--- config.mk ---
export PLATFORM = sky130hd
export DESIGN_NAME = sync_fifo_param
export DESIGN_NICKNAME = d
export VERILOG_FILES = /design/src/rtl/fifo_pkg.sv /design/src/rtl/fifo_dpram.sv /design/src/rtl/sync_fifo_param.sv
export SDC_FILE = /design/constraint.sdc
export NUM_CORES = 1
export LEC_CHECK = 0
export CORE_MARGIN = 8
export CORE_UTILIZATION = 45
export CTS_BUF_LIST = sky130_fd_sc_hd__clkbuf_4 sky130_fd_sc_hd__clkbuf_8
export DETAILED_ROUTE_END_ITERATION = 10
export GPL_TIMING_DRIVEN = 0
export PLACE_DENSITY_LB_ADDON = 0.1
export SYNTH_ARGS = -nofsm -noshare
export SYNTH_HDL_FRONTEND = slang
export SYNTH_SLANG_ARGS = --single-unit
--- constraint.sdc ---
create_clock -name clk -period 2.48 [get_ports clk]
set_clock_uncertainty 0.15 [all_clocks]
set_input_delay 0.372 -clock clk [delete_from_list [all_inputs] [get_ports clk]]
set_output_delay 0.372 -clock clk [all_outputs]
set_load 0.01 [all_outputs]
--- src/rtl/fifo_pkg.sv ---
// fifo_pkg: shared FIFO mode constants, clog2 and parameter legality helper
package fifo_pkg;
  localparam int FIFO_MODE_STD  = 0;
  localparam int FIFO_MODE_FWFT = 1;
  function automatic int clog2(input int v);
    int r;
    r = 0;
    while ((1 << r) < v) r++;
    return r;
  endfunction
  function automatic logic fifo_params_ok(input int depth, input int afull_th, input int aempty_th, input int fwft);
    return depth >= 4 && (depth & (depth - 1)) == 0 &&
           afull_th >= 1 && afull_th <= depth - 1 &&
           aempty_th >= 0 && aempty_th <= depth - 1 &&
           (fwft == FIFO_MODE_STD || fwft == FIFO_MODE_FWFT);
  endfunction
endpackage

--- src/rtl/fifo_dpram.sv ---
// fifo_dpram: DATA_W x DEPTH simple dual-port RAM, sync write, registered read with enable
// ports: clk, rst_n (clears read register only), we/waddr/wdata write port, re/raddr/rdata read port
module fifo_dpram import fifo_pkg::*; #(
  parameter int DATA_W = 8,
  parameter int DEPTH  = 16,
  localparam int AW    = clog2(DEPTH)
) (
  input  logic              clk,
  input  logic              rst_n,
  input  logic              we,
  input  logic [AW-1:0]     waddr,
  input  logic [DATA_W-1:0] wdata,
  input  logic              re,
  input  logic [AW-1:0]     raddr,
  output logic [DATA_W-1:0] rdata
);
  logic [DATA_W-1:0] mem [DEPTH];
  logic [DATA_W-1:0] rdata_q, rdata_d;
  always_ff @(posedge clk)
    if (we) mem[waddr] <= wdata;
  always_comb rdata_d = re ? mem[raddr] : rdata_q;
  always_ff @(posedge clk or negedge rst_n)
    if (!rst_n) rdata_q <= '0;
    else rdata_q <= rdata_d;
  assign rdata = rdata_q;
endmodule

--- src/rtl/sync_fifo_param.sv ---
// sync_fifo_param: parametrised single-clock FIFO, thresholds, optional FWFT, sticky ovf/udf
// ports: clk, rst_n (async, active-low), wr_en/din, rd_en, err_clr -> dout, dout_valid,
//        cnt, full, empty, afull, aempty, ovf, udf
module sync_fifo_param import fifo_pkg::*; #(
  parameter int DATA_W    = 8,
  parameter int DEPTH     = 16,
  parameter int AFULL_TH  = 15,
  parameter int AEMPTY_TH = 1,
  parameter int FWFT      = FIFO_MODE_STD,
  localparam int AW       = clog2(DEPTH),
  localparam int CW       = AW + 1
) (
  input  logic              clk,
  input  logic              rst_n,
  input  logic              wr_en,
  input  logic [DATA_W-1:0] din,
  input  logic              rd_en,
  input  logic              err_clr,
  output logic [DATA_W-1:0] dout,
  output logic              dout_valid,
  output logic [CW-1:0]     cnt,
  output logic              full,
  output logic              empty,
  output logic              afull,
  output logic              aempty,
  output logic              ovf,
  output logic              udf
);
  localparam logic IS_FWFT = FWFT == FIFO_MODE_FWFT;
  logic [AW-1:0] wr_ptr_q, wr_ptr_d, rd_ptr_q, rd_ptr_d;
  logic [CW-1:0] cnt_q, cnt_d, mem_cnt;
  logic          dv_q, dv_d, ovf_q, ovf_d, udf_q, udf_d;
  logic          wr_acc, rd_acc, load;
  if (!fifo_params_ok(DEPTH, AFULL_TH, AEMPTY_TH, FWFT)) begin : g_bad_params
    $error("sync_fifo_param: illegal DEPTH, threshold or FWFT parameter");
  end
  assign full   = cnt_q == CW'(DEPTH);
  assign empty  = cnt_q == '0;
  assign afull  = cnt_q >= CW'(AFULL_TH);
  assign aempty = cnt_q <= CW'(AEMPTY_TH);
  // In FWFT mode cnt counts the word parked in dout, so the RAM holds cnt - dout_valid words.
  // RAM reads (load) refill dout whenever it is empty or being popped and the RAM has data.
  always_comb begin
    wr_acc   = wr_en & !full;
    rd_acc   = rd_en & (IS_FWFT ? dv_q : !empty);
    mem_cnt  = cnt_q - CW'(dv_q);
    load     = IS_FWFT ? (mem_cnt != '0) & (!dv_q | rd_acc) : rd_acc;
    dv_d     = IS_FWFT ? load | (dv_q & !rd_acc) : rd_acc;
    wr_ptr_d = wr_ptr_q + AW'(wr_acc);
    rd_ptr_d = rd_ptr_q + AW'(load);
    cnt_d    = cnt_q + CW'(wr_acc) - CW'(rd_acc);
    ovf_d    = (ovf_q & !err_clr) | (wr_en & full);
    udf_d    = (udf_q & !err_clr) | (rd_en & (IS_FWFT ? !dv_q : empty));
  end
  always_ff @(posedge clk or negedge rst_n)
    if (!rst_n) begin
      wr_ptr_q <= '0;
      rd_ptr_q <= '0;
      cnt_q    <= '0;
      dv_q     <= 1'b0;
      ovf_q    <= 1'b0;
      udf_q    <= 1'b0;
    end else begin
      wr_ptr_q <= wr_ptr_d;
      rd_ptr_q <= rd_ptr_d;
      cnt_q    <= cnt_d;
      dv_q     <= dv_d;
      ovf_q    <= ovf_d;
      udf_q    <= udf_d;
    end
  fifo_dpram #(.DATA_W(DATA_W), .DEPTH(DEPTH)) u_ram (
    .clk(clk), .rst_n(rst_n),
    .we(wr_acc), .waddr(wr_ptr_q), .wdata(din),
    .re(load), .raddr(rd_ptr_q), .rdata(dout)
  );
  assign cnt        = cnt_q;
  assign dout_valid = dv_q;
  assign ovf        = ovf_q;
  assign udf        = udf_q;
endmodule
==> flow_metrics.env, run 1 <==
export IMPL_power_density_nw_per_um2=1082
export IMPL_rows=43
export IMPL_routedWlPerCell_um=21.12
export IMPL_worstPathRequired_ps=2710
export IMPL_synth_top_family_by_area="multiplexers"
export IMPL_fin_ws_ps=-100.4
export IMPL_ir_drop_v=0.0006224
export IMPL_outcome="finished with violations"
export IMPL_core_area_sq_um=13670
export IMPL_synth_fp_nets=346
export IMPL_finalCritPeriodShare_pct=104.0
export IMPL_hold_class="reg -> reg"
export IMPL_grt_setup_unrepaired="true"
export IMPL_relSlewSlack_pct=20.99
export IMPL_synth_fa_ha_area_share_pct=3.558
export IMPL_grt_pass1_vias=3238
export IMPL_violations="setup timing"
export IMPL_postCtsHoldBufs=0
export IMPL_clock_sinks=152
export IMPL_cts_tree="done"
export IMPL_yosys_area_share_xor_xnor_pct=0.9907
export IMPL_netlist_area_sq_um=6188
export IMPL_path_clk_slew_ps=90
export IMPL_antenna_cells=0
export IMPL_cp_start_kind="flop"
export IMPL_antenna_found_initial=0
export IMPL_worstPathMaxFanout=4
export IMPL_place_ws_ps=-354.3
export IMPL_die_h_um=133.3
export IMPL_drcViolationCount=0
export IMPL_nNetsFinal=415
export IMPL_initial_core_util_pct=45.28
export IMPL_ys_warnings_count=0
export IMPL_numCtsBuffers=17
export IMPL_h_tree_depth=4
export IMPL_clock_root_buffer="clkbuf_8"
export IMPL_synth_compound_area_share_pct=2.123
export IMPL_ys_ff_latch=152
export IMPL_hold_viol_final=0
export IMPL_grt_max_degree=25
export IMPL_dieWidth_um=133.3
export IMPL_period_minus_slack_ps=2580
export IMPL_synth_cell_types=36
export IMPL_tns_ps=-710.3
export IMPL_dr_pass1_iters=4
export IMPL_postLayoutCoreUtil_pct=54.21
export IMPL_fill_cells=1109
export IMPL_synthSimpleGateAreaFrac_pct=4.145
export IMPL_fin_total_pwr_mw=8.016
export IMPL_overflow=0
export IMPL_viasPerCell=5.291
export IMPL_synth_cells=316
export IMPL_drt_initial_drc_count=181
export IMPL_wl_mm=12.21
export IMPL_crit_path_end_kind="flop"
export IMPL_maxSlewViolCount=0
export IMPL_ys_seq_area_share_pct=71.82
export IMPL_crit_arrival_ps=2810
export IMPL_port_buffers=32
export IMPL_area_growth_pct=19.71
export IMPL_whs_ps=354.9
export IMPL_grt_usage_pct=14.38
export IMPL_timing_fmax_mhz=387.5
export IMPL_die_area_sq_um=17760
export IMPL_synth_avg_cell_area_sq_um=19.58
export IMPL_grt_pass1_wl_mm=18.47
export IMPL_worst_slew_pin_slew_ps=1181
export IMPL_routabilityCongestion=0.7596
export IMPL_clkLatencyLatePin_ps=450
export IMPL_num_vias=3058
export IMPL_finalSetupViolCount=17
export IMPL_cts_buffer_depth=2
export IMPL_max_cap_violations=0
export IMPL_io_pin_count=33
export IMPL_p_leak_nw=2.638
export IMPL_drive_above_1_share_pct=26.38
export IMPL_dp_hpwl_mm=8.006
export IMPL_final_antenna_net_count=0
export IMPL_muxShareOfSynthArea_pct=15.08
export IMPL_crit_type="reg -> reg"
-- cell families (layout without fill, tap and decap cells) --
logic type / Yosys count / count (layout)
adders and majority gates: 17 / 17
muxes: 48 / 48
DFF: 152 / 152
AOI/OAI and AO/OA: 18 / 18
and+or+nand+nor: 48 / 48
buffers and inverters: 26 / 108
xor gates and xnor gates: 7 / 7
-- what timing repair did --
action | CTS | global route
resized for setup | 19 | 15
buffers inserted | 7 | 11
endpoints found under the setup margin | 132 | 107
pin swaps | 1 | 9
hold endpoints to repair | 0 | 0
-- through the flow --
| stage | cells | cell area (sq um) |
|---|---|---|
| floorplan | 316 | 6246 |
| global placement | 528 | 6792 |
| detailed placement | 529 | 6807 |
| CTS | 567 | 7252 |
| global route | 578 | 7408 |
| finish | 578 | 7408 |
-- final cells by class --
cell class	instances	area (sq um)	share of cell area [%]
multi-input combinational	138	1754	23.68
inverter	14	65.06	0.8782
clock buffer	17	234.0	3.158
tap	180	225.2	3.040
timing repair buffer	51	471.7	6.367
buffer	11	81.33	1.098
sequential	152	4447	60.02
clock inverter	15	130.1	1.756
-- placed cells by master (no fill, tap or decap), types with 3 or more instances in the layout --
master,synthesis,layout
clkdlybuf4s50_1,0,28
nand3_1,4,4
o21ai_0,3,3
o221ai_1,7,7
nor2_4,0,9
inv_8,0,5
nor2_1,17,7
nor3_4,0,3
mux4_1,17,17
xor2_1,4,4
buf_4,3,19
dlygate4sd2_1,0,3
xnor2_1,3,3
mux4_2,14,14
ha_1,16,13
clkbuf_8,0,17
inv_1,12,5
dfrtp_1,24,22
inv_6,0,5
buf_6,4,4
ha_4,0,3
clkinv_4,0,3
edfxtp_1,128,128
nand2_1,13,13
inv_2,2,6
clkbuf_1,3,3
buf_2,2,3
mux2i_1,16,16
-- power breakdown --
group	internal (mW)	switching, mW	total [mW]	leakage (nW)
clock	0.731	1.01	1.74	0.185
sequential	3.18	0.220	3.40	1.44
combinational	1.40	1.46	2.87	1.01
total	5.32	2.70	8.02	2.64
-- Yosys cell counts, drive strengths merged --
cell type  instances  share of area, %
clkbuf             3              0.18
ha                16               3.2
o21ai              3              0.24
a22oi              1              0.12
fa                 1              0.32
xnor2              3              0.42
nand3b             2              0.24
and4bb             1              0.20
dfrtp             24               9.7
o221ai             7              0.99
nor2              17               1.0
xor2               4              0.57
mux2               1              0.18
edfxtp           128                62
nand2             13              0.79
a31oi              2              0.20
mux4              31                12
or3                1              0.10
nor4b              1              0.38
o211ai             1              0.12
nor3               4              0.40
nand3              4              0.32
o21bai             1              0.12
inv               14              0.85
nand2b             5              0.67
mux2i             16               2.6
a41o               1              0.16
a21oi              2              0.16
buf                9               1.3
-- path summary, 6_finish.rpt --
check	startpoint	endpoint	slack, ps	cells after the start
min in group asynchronous	rst_n	cnt[4]$_DFF_PN0_	390	1
worst max register to register	cnt[2]$_DFF_PN0_	cnt[4]$_DFF_PN0_	-100	14
max in group asynchronous	rst_n	cnt[1]$_DFF_PN0_	1000	1
worst max-delay path	cnt[2]$_DFF_PN0_	cnt[4]$_DFF_PN0_	-100	14
worst min-delay path	u_ram.rdata[5]$_DFFE_PN0P_	u_ram.rdata[5]$_DFFE_PN0P_	350	2
worst min register to register	u_ram.rdata[5]$_DFFE_PN0P_	u_ram.rdata[5]$_DFFE_PN0P_	350	2
-- flip-flops by register name, indices dropped and copies added, names as in the netlist --
register and flops:
cnt 5, udf 1, dout_valid 1, u_ram.mem 128, u_ram.rdata 8, wr_ptr_q 4, ovf 1, rd_ptr_q 4
-- layer usage --
metal  up-vias  wire [um]  GRT usage, %
li1       1408          -             -
met1      1567       5080         16.65
met2        62       6225         24.49
met3        21        645         4.255
met4         0        255         5.926
met5         -          0             0
-- worst max-delay path, cell delays in order, from the launching register on --
cell      delay, ps
dfrtp_2         430
inv_4            80
ha_4            140
nor4b_4         220
nand2b_4        220
inv_8            40
ha_4            220
inv_2            60
ha_4            120
inv_2            30
fa_2            350
nor2_1          100
nor2_1           40
o21bai_1        170
xnor2_1         130
Note: power is estimated with default switching activity, not from simulation.
==> run 2, diff against run 1 <==
Settings changed: CORE_UTILIZATION 45 to 56.
==> flow_metrics.env, run 2 (synthesis results as in run 1) <==
export IMPL_routedWlPerCell_um=22.63
export IMPL_drt_initial_drc_count=207
export IMPL_finalCritPeriodShare_pct=105.3
export IMPL_grt_setup_unrepaired="true"
export IMPL_die_h_um=121.1
export IMPL_initial_core_util_pct=57.34
export IMPL_dp_cells=488
export IMPL_die_area_sq_um=14670
export IMPL_fill_cells=689
export IMPL_routabilityCongestion=0.7571
export IMPL_crit_type="reg -> reg"
export IMPL_numCtsBuffers=17
export IMPL_port_buffers=32
export IMPL_fin_ws_ps=-130.3
export IMPL_num_vias=3111
export IMPL_dr_pass1_iters=4
export IMPL_dieWidth_um=121.1
export IMPL_cts_buffer_depth=2
export IMPL_grt_max_degree=25
export IMPL_grt_pass1_wl_mm=18.06
export IMPL_relSlewSlack_pct=22.58
export IMPL_place_ws_ps=-307.4
export IMPL_max_cap_violations=0
export IMPL_finalSetupViolCount=55
export IMPL_slowest_delay_ps=700
export IMPL_power_density_nw_per_um2=1135
export IMPL_nNetsFinal=413
export IMPL_antenna_found_initial=0
export IMPL_clkLatencyLatePin_ps=440
export IMPL_io_pin_count=33
export IMPL_slowest_stage="nor3_2"
export IMPL_p_sw_mw=2.563
export IMPL_path_clk_slew_ps=70
export IMPL_clockPowerShare_pct=24.6
export IMPL_crit_chain="inv_2 -> ha_4 -> and4bb_1 -> nand2b_4 -> inv_1 -> nand3_1 -> nor3_2"
export IMPL_crit_path_end_kind="flop"
export IMPL_dp_hpwl_mm=7.521
export IMPL_grt_usage_pct=17.10
export IMPL_worst_slew_pin_slew_ps=1158
export IMPL_grt_pass1_vias=3214
export IMPL_p_leak_nw=2.654
export IMPL_cp_top_family="simple AND/OR/NAND/NOR gates"
export IMPL_fin_cells=536
export IMPL_power_frac_comb_pct=34.9
export IMPL_wl_mm=12.13
export IMPL_clock_sinks=152
export IMPL_cts_tree="done"
export IMPL_postCtsHoldBufs=0
export IMPL_timing_fmax_mhz=383.1
export IMPL_final_antenna_net_count=0
export IMPL_swShare_pct=30.49
export IMPL_tns_ps=-2263
export IMPL_worstPathRequired_ps=2390
export IMPL_crit_buf_inv=2
export IMPL_fin_total_pwr_mw=8.406
export IMPL_worstPathMaxFanout=8
export IMPL_hold_class="reg -> reg"
export IMPL_period_minus_slack_ps=2610
export IMPL_crit_arrival_ps=2520
export IMPL_hold_viol_final=0
export IMPL_ir_drop_v=0.0006103
export IMPL_mostFrequentLayoutCell="edfxtp_1"
export IMPL_overflow=0
export IMPL_seq_power_share_pct=40.5
export IMPL_rows=38
export IMPL_core_area_sq_um=10790
export IMPL_p_int_mw=5.843
export IMPL_top_register="u_ram.mem"
export IMPL_regArea_sq_um=4447
export IMPL_outcome="finished with violations"
export IMPL_drcViolationCount=0
export IMPL_antenna_cells=0
export IMPL_cp_start_kind="flop"
export IMPL_clock_root_buffer="clkbuf_8"
export IMPL_maxSlewViolCount=0
export IMPL_area_growth_pct=19.69
export IMPL_final_cell_mix="128 x edfxtp_1, 29 x clkdlybuf4s50_1, 22 x dfrtp_1"
export IMPL_whs_ps=350.8
export IMPL_drive_above_1_share_pct=25.51
export IMPL_largest_register_ffs=128
export IMPL_h_tree_depth=4
export IMPL_viasPerCell=5.804
export IMPL_violations="setup timing"
export IMPL_multi_input_area_sq_um=1733
## run 2: changes by cell type in the layout (fill, tap and decap cells not counted), moves of 2 or more
cell and delta:
buf_4 -2, inv_6 -5, clkinv_2 +4, nor2_4 -3, bufinv_16 +5, inv_1 +2
clkbuf_4 +4, clkinv_4 -2, inv_8 -5, nor2_2 +3
## run 2: per-layer routing
metal | part of all wire, % | up-vias | wire length [um] | track usage [%]
li1 | - | 1396 | - | -
met1 | 42 | 1602 | 5067 | 21.00
met2 | 50 | 88 | 6061 | 27.36
met3 | 5.8 | 25 | 708 | 4.514
met4 | 2.4 | 0 | 289 | 9.133
met5 | 0 | - | 0 | 0
## run 2: repair_timing
action	4_1_cts	5_1_grt
setup buffers	10	7
endpoints found under the setup margin	136	81
pin swaps	3	8
resized for setup	17	9
## run 2: worst paths after layout
check                                            from                         end  slack (ps)  cells after the start
setup / recovery                     cnt[3]$_DFF_PN0_   u_ram.mem[3][3]$_DFFE_PP_        -130                      7
hold / removal             u_ram.rdata[5]$_DFFE_PN0P_  u_ram.rdata[5]$_DFFE_PN0P_         350                      2
setup reg to reg                     cnt[3]$_DFF_PN0_   u_ram.mem[3][3]$_DFFE_PP_        -130                      7
hold reg to reg            u_ram.rdata[5]$_DFFE_PN0P_  u_ram.rdata[5]$_DFFE_PN0P_         350                      2
max in group asynchronous                       rst_n            cnt[2]$_DFF_PN0_        1010                      1
min in group asynchronous                       rst_n            cnt[1]$_DFF_PN0_         400                      1
## run 2: power groups by stage
stage	registers (mW)	logic [mW]	clock network (mW)
5_1_grt	3.44	3.18	2.18
2_1_floorplan	3.47	1.74	0
3_5_place_dp	3.48	2.65	0
3_3_place_gp	3.46	2.60	0
4_1_cts	3.40	2.84	2.10
6_report	3.40	2.93	2.07
## run 2: cell type report
type                            count  area share (%)
Clock buffer                       21           3.564
Buffer                             11           1.098
Multi-Input combinational cell    138           23.40
Tap cell                          140           2.365
Sequential cell                   152           60.03
Timing Repair Buffer               49           6.334
Clock inverter                     11           2.399
Inverter                           14          0.8108
## run 2: through the flow
stage | area [sq um] | util, %
2_1_floorplan | 6246 | -
3_3_place_gp | 6741 | 62.46
3_5_place_dp | 6756 | 62.60
4_1_cts | 7313 | 67.76
5_1_grt | 7407 | 68.63
6_report | 7407 | 68.63
## run 2: worst register-to-register path, delay by kind of cell, from the launching register on
kind                       cells  cell delay [ps]
and+or+nand+nor                4             1380
DFF                            1              370
adders and majority gates      1              160
buffers and inverters          2              180
==> run 3, diff against run 2 <==
Settings changed: ABC_AREA set to 0, CORE_MARGIN 8 to 4, PLACE_DENSITY set to 0.78, PLACE_DENSITY_LB_ADDON 0.1 to unset.
==> flow_metrics.env, run 3 (synthesis results as in run 1) <==
export IMPL_outcome="finished with violations"
export IMPL_violations="setup timing"
export IMPL_crit_arrival_ps=2810
export IMPL_crit_chain="inv_4 -> ha_4 -> buf_6 -> nor4b_4 -> nand2b_4 -> inv_6 -> ha_4 -> inv_2 -> ha_4 -> inv_2 -> fa_2 -> nor2_2 -> nor2_1 -> o21bai_1 -> xnor2_1"
export IMPL_fin_cells=534
export IMPL_clkLatencyLatePin_ps=420
export IMPL_dieWidth_um=113.1
export IMPL_final_cell_mix="128 x edfxtp_1, 29 x clkdlybuf4s50_1, 22 x dfrtp_1"
export IMPL_power_density_nw_per_um2=1112
export IMPL_hold_class="reg -> reg"
export IMPL_wl_mm=11.85
export IMPL_dp_cells=488
export IMPL_largest_register_ffs=128
export IMPL_finalCritPeriodShare_pct=105.5
export IMPL_crit_type="reg -> reg"
export IMPL_cts_tree="done"
export IMPL_nNetsFinal=411
export IMPL_drive_above_1_share_pct=26.14
export IMPL_busiest_layer="met2"
export IMPL_grt_max_degree=25
export IMPL_met2_usage_pct=33.25
export IMPL_h_tree_depth=4
export IMPL_antenna_found_initial=0
export IMPL_hold_viol_final=0
export IMPL_cts_buffer_depth=2
export IMPL_period_minus_slack_ps=2616
export IMPL_routabilityCongestion=0.7854
export IMPL_crit_path_end_kind="flop"
export IMPL_viasPerCell=5.839
export IMPL_die_h_um=113.1
export IMPL_drt_initial_drc_count=214
export IMPL_worst_slew_pin_slew_ps=1142
export IMPL_dp_hpwl_mm=7.489
export IMPL_cpMostUsedCell="ha_4"
export IMPL_numCtsBuffers=17
export IMPL_p_leak_nw=2.642
export IMPL_initial_core_util_pct=57.09
export IMPL_fin_area_sq_um=7381
export IMPL_clock_sinks=152
export IMPL_slowest_stage="dfrtp_2"
export IMPL_finalSetupViolCount=1
export IMPL_mostFrequentLayoutCell="edfxtp_1"
export IMPL_maxSlewViolCount=0
export IMPL_clock_root_buffer="clkbuf_8"
export IMPL_routedWlPerCell_um=22.19
export IMPL_dr_pass1_iters=4
export IMPL_timing_fmax_mhz=382.2
export IMPL_path_clk_slew_ps=80
export IMPL_rows=38
export IMPL_drcViolationCount=0
export IMPL_max_cap_violations=0
export IMPL_num_vias=3118
export IMPL_dpl_cell_area_sq_um=6741
export IMPL_grt_pass1_vias=3297
export IMPL_worstPathMaxFanout=2
export IMPL_antenna_cells=0
export IMPL_relSlewSlack_pct=23.63
export IMPL_top_register="u_ram.mem"
export IMPL_slowest_delay_ps=430
export IMPL_rrSetupSlack_ps=-140
export IMPL_core_area_sq_um=10840
export IMPL_cp_start_kind="flop"
export IMPL_grt_pass1_wl_mm=18.15
export IMPL_fill_cells=699
export IMPL_met1_usage_pct=25.08
export IMPL_io_pin_count=33
export IMPL_grt_usage_pct=19.55
export IMPL_ir_drop_v=0.0005506
export IMPL_grt_setup_unrepaired="true"
export IMPL_whs_ps=363.0
export IMPL_final_antenna_net_count=0
export IMPL_overflow=0
export IMPL_port_buffers=32
export IMPL_worstPathRequired_ps=2680
export IMPL_die_area_sq_um=12800
export IMPL_postLayoutCoreUtil_pct=68.09
export IMPL_fin_ws_ps=-136.2
export IMPL_area_growth_pct=19.27
export IMPL_grt_util_met3_pct=4.225
[run 3: cell count changes in the layout (fill, tap and decap cells not counted), sizes merged]
cell,previous run,this run
inv,13,17
clkinv,7,4
buf,25,23
bufinv,5,3
clkbuf,24,25
[run 3: path summary, 6_finish.rpt]
check / from / endpoint / cells after the start
worst min register to register: u_ram.rdata[5]$_DFFE_PN0P_ / u_ram.rdata[5]$_DFFE_PN0P_ / 2
worst max register to register: cnt[2]$_DFF_PN0_ / cnt[4]$_DFF_PN0_ / 15
worst max-delay path: cnt[2]$_DFF_PN0_ / cnt[4]$_DFF_PN0_ / 15
worst min-delay path: u_ram.rdata[5]$_DFFE_PN0P_ / u_ram.rdata[5]$_DFFE_PN0P_ / 2
max in group asynchronous: rst_n / cnt[1]$_DFF_PN0_ / 1
min in group asynchronous: rst_n / cnt[3]$_DFF_PN0_ / 1
[run 3: layer usage]
layer  share of wire [%]  vias to the layer above  wire (um)
met4                 2.7                        0        319
met1                  38                     1597       4524
met2                  53                      106       6287
met3                 6.1                       22        720
met5                   0                        -          0
li1                    -                     1393          -
[run 3: per-stage QoR]
step                      setup WS, ps  setup TNS (ps)  total power, mW
after floorplan                 -227.7          -255.0            5.208
after global placement          -475.4          -18790            5.999
after detailed placement        -558.1          -25020            6.122
after CTS                       -185.7           -8432            8.122
after global routing            -269.4           -3640            8.633
final                           -136.2          -136.2            8.204
[run 3: cell type report]
class	instances	area, sq um	share of cell area [%]
multi-input cells	138	1743	23.61
flip-flops and latches	152	4447	60.25
repair buffers	47	474.2	6.425
plain buffers	11	81.33	1.102
clock inverters	10	128.9	1.746
clock buffers	22	271.5	3.679
inverters	14	60.06	0.8137
well taps	140	175.2	2.373
[run 3: repair_timing]
action | 4_1_cts | 5_1_grt
setup endpoints to repair | 134 | 82
pin swaps | 6 | 3
hold buffers | 0 | 0
buffers inserted | 12 | 3
resized for setup | 14 | 17
[run 3: worst max-delay path, delay by kind of cell, from the launching register on]
family | cells | cell delay, ps
adders and majority gates | 4 | 810
and+or+nand+nor | 4 | 550
DFF | 1 | 430
buffers and inverters | 5 | 280
AOI/OAI and AO/OA | 1 | 180
xor gates and xnor gates | 1 | 140
[run 3: where the power goes]
part           total, mW  internal, mW  switching [mW]  leakage, nW
registers           3.40          3.19           0.211         1.44
logic               2.93          1.42            1.51        0.983
clock network       1.88          1.05           0.832        0.217
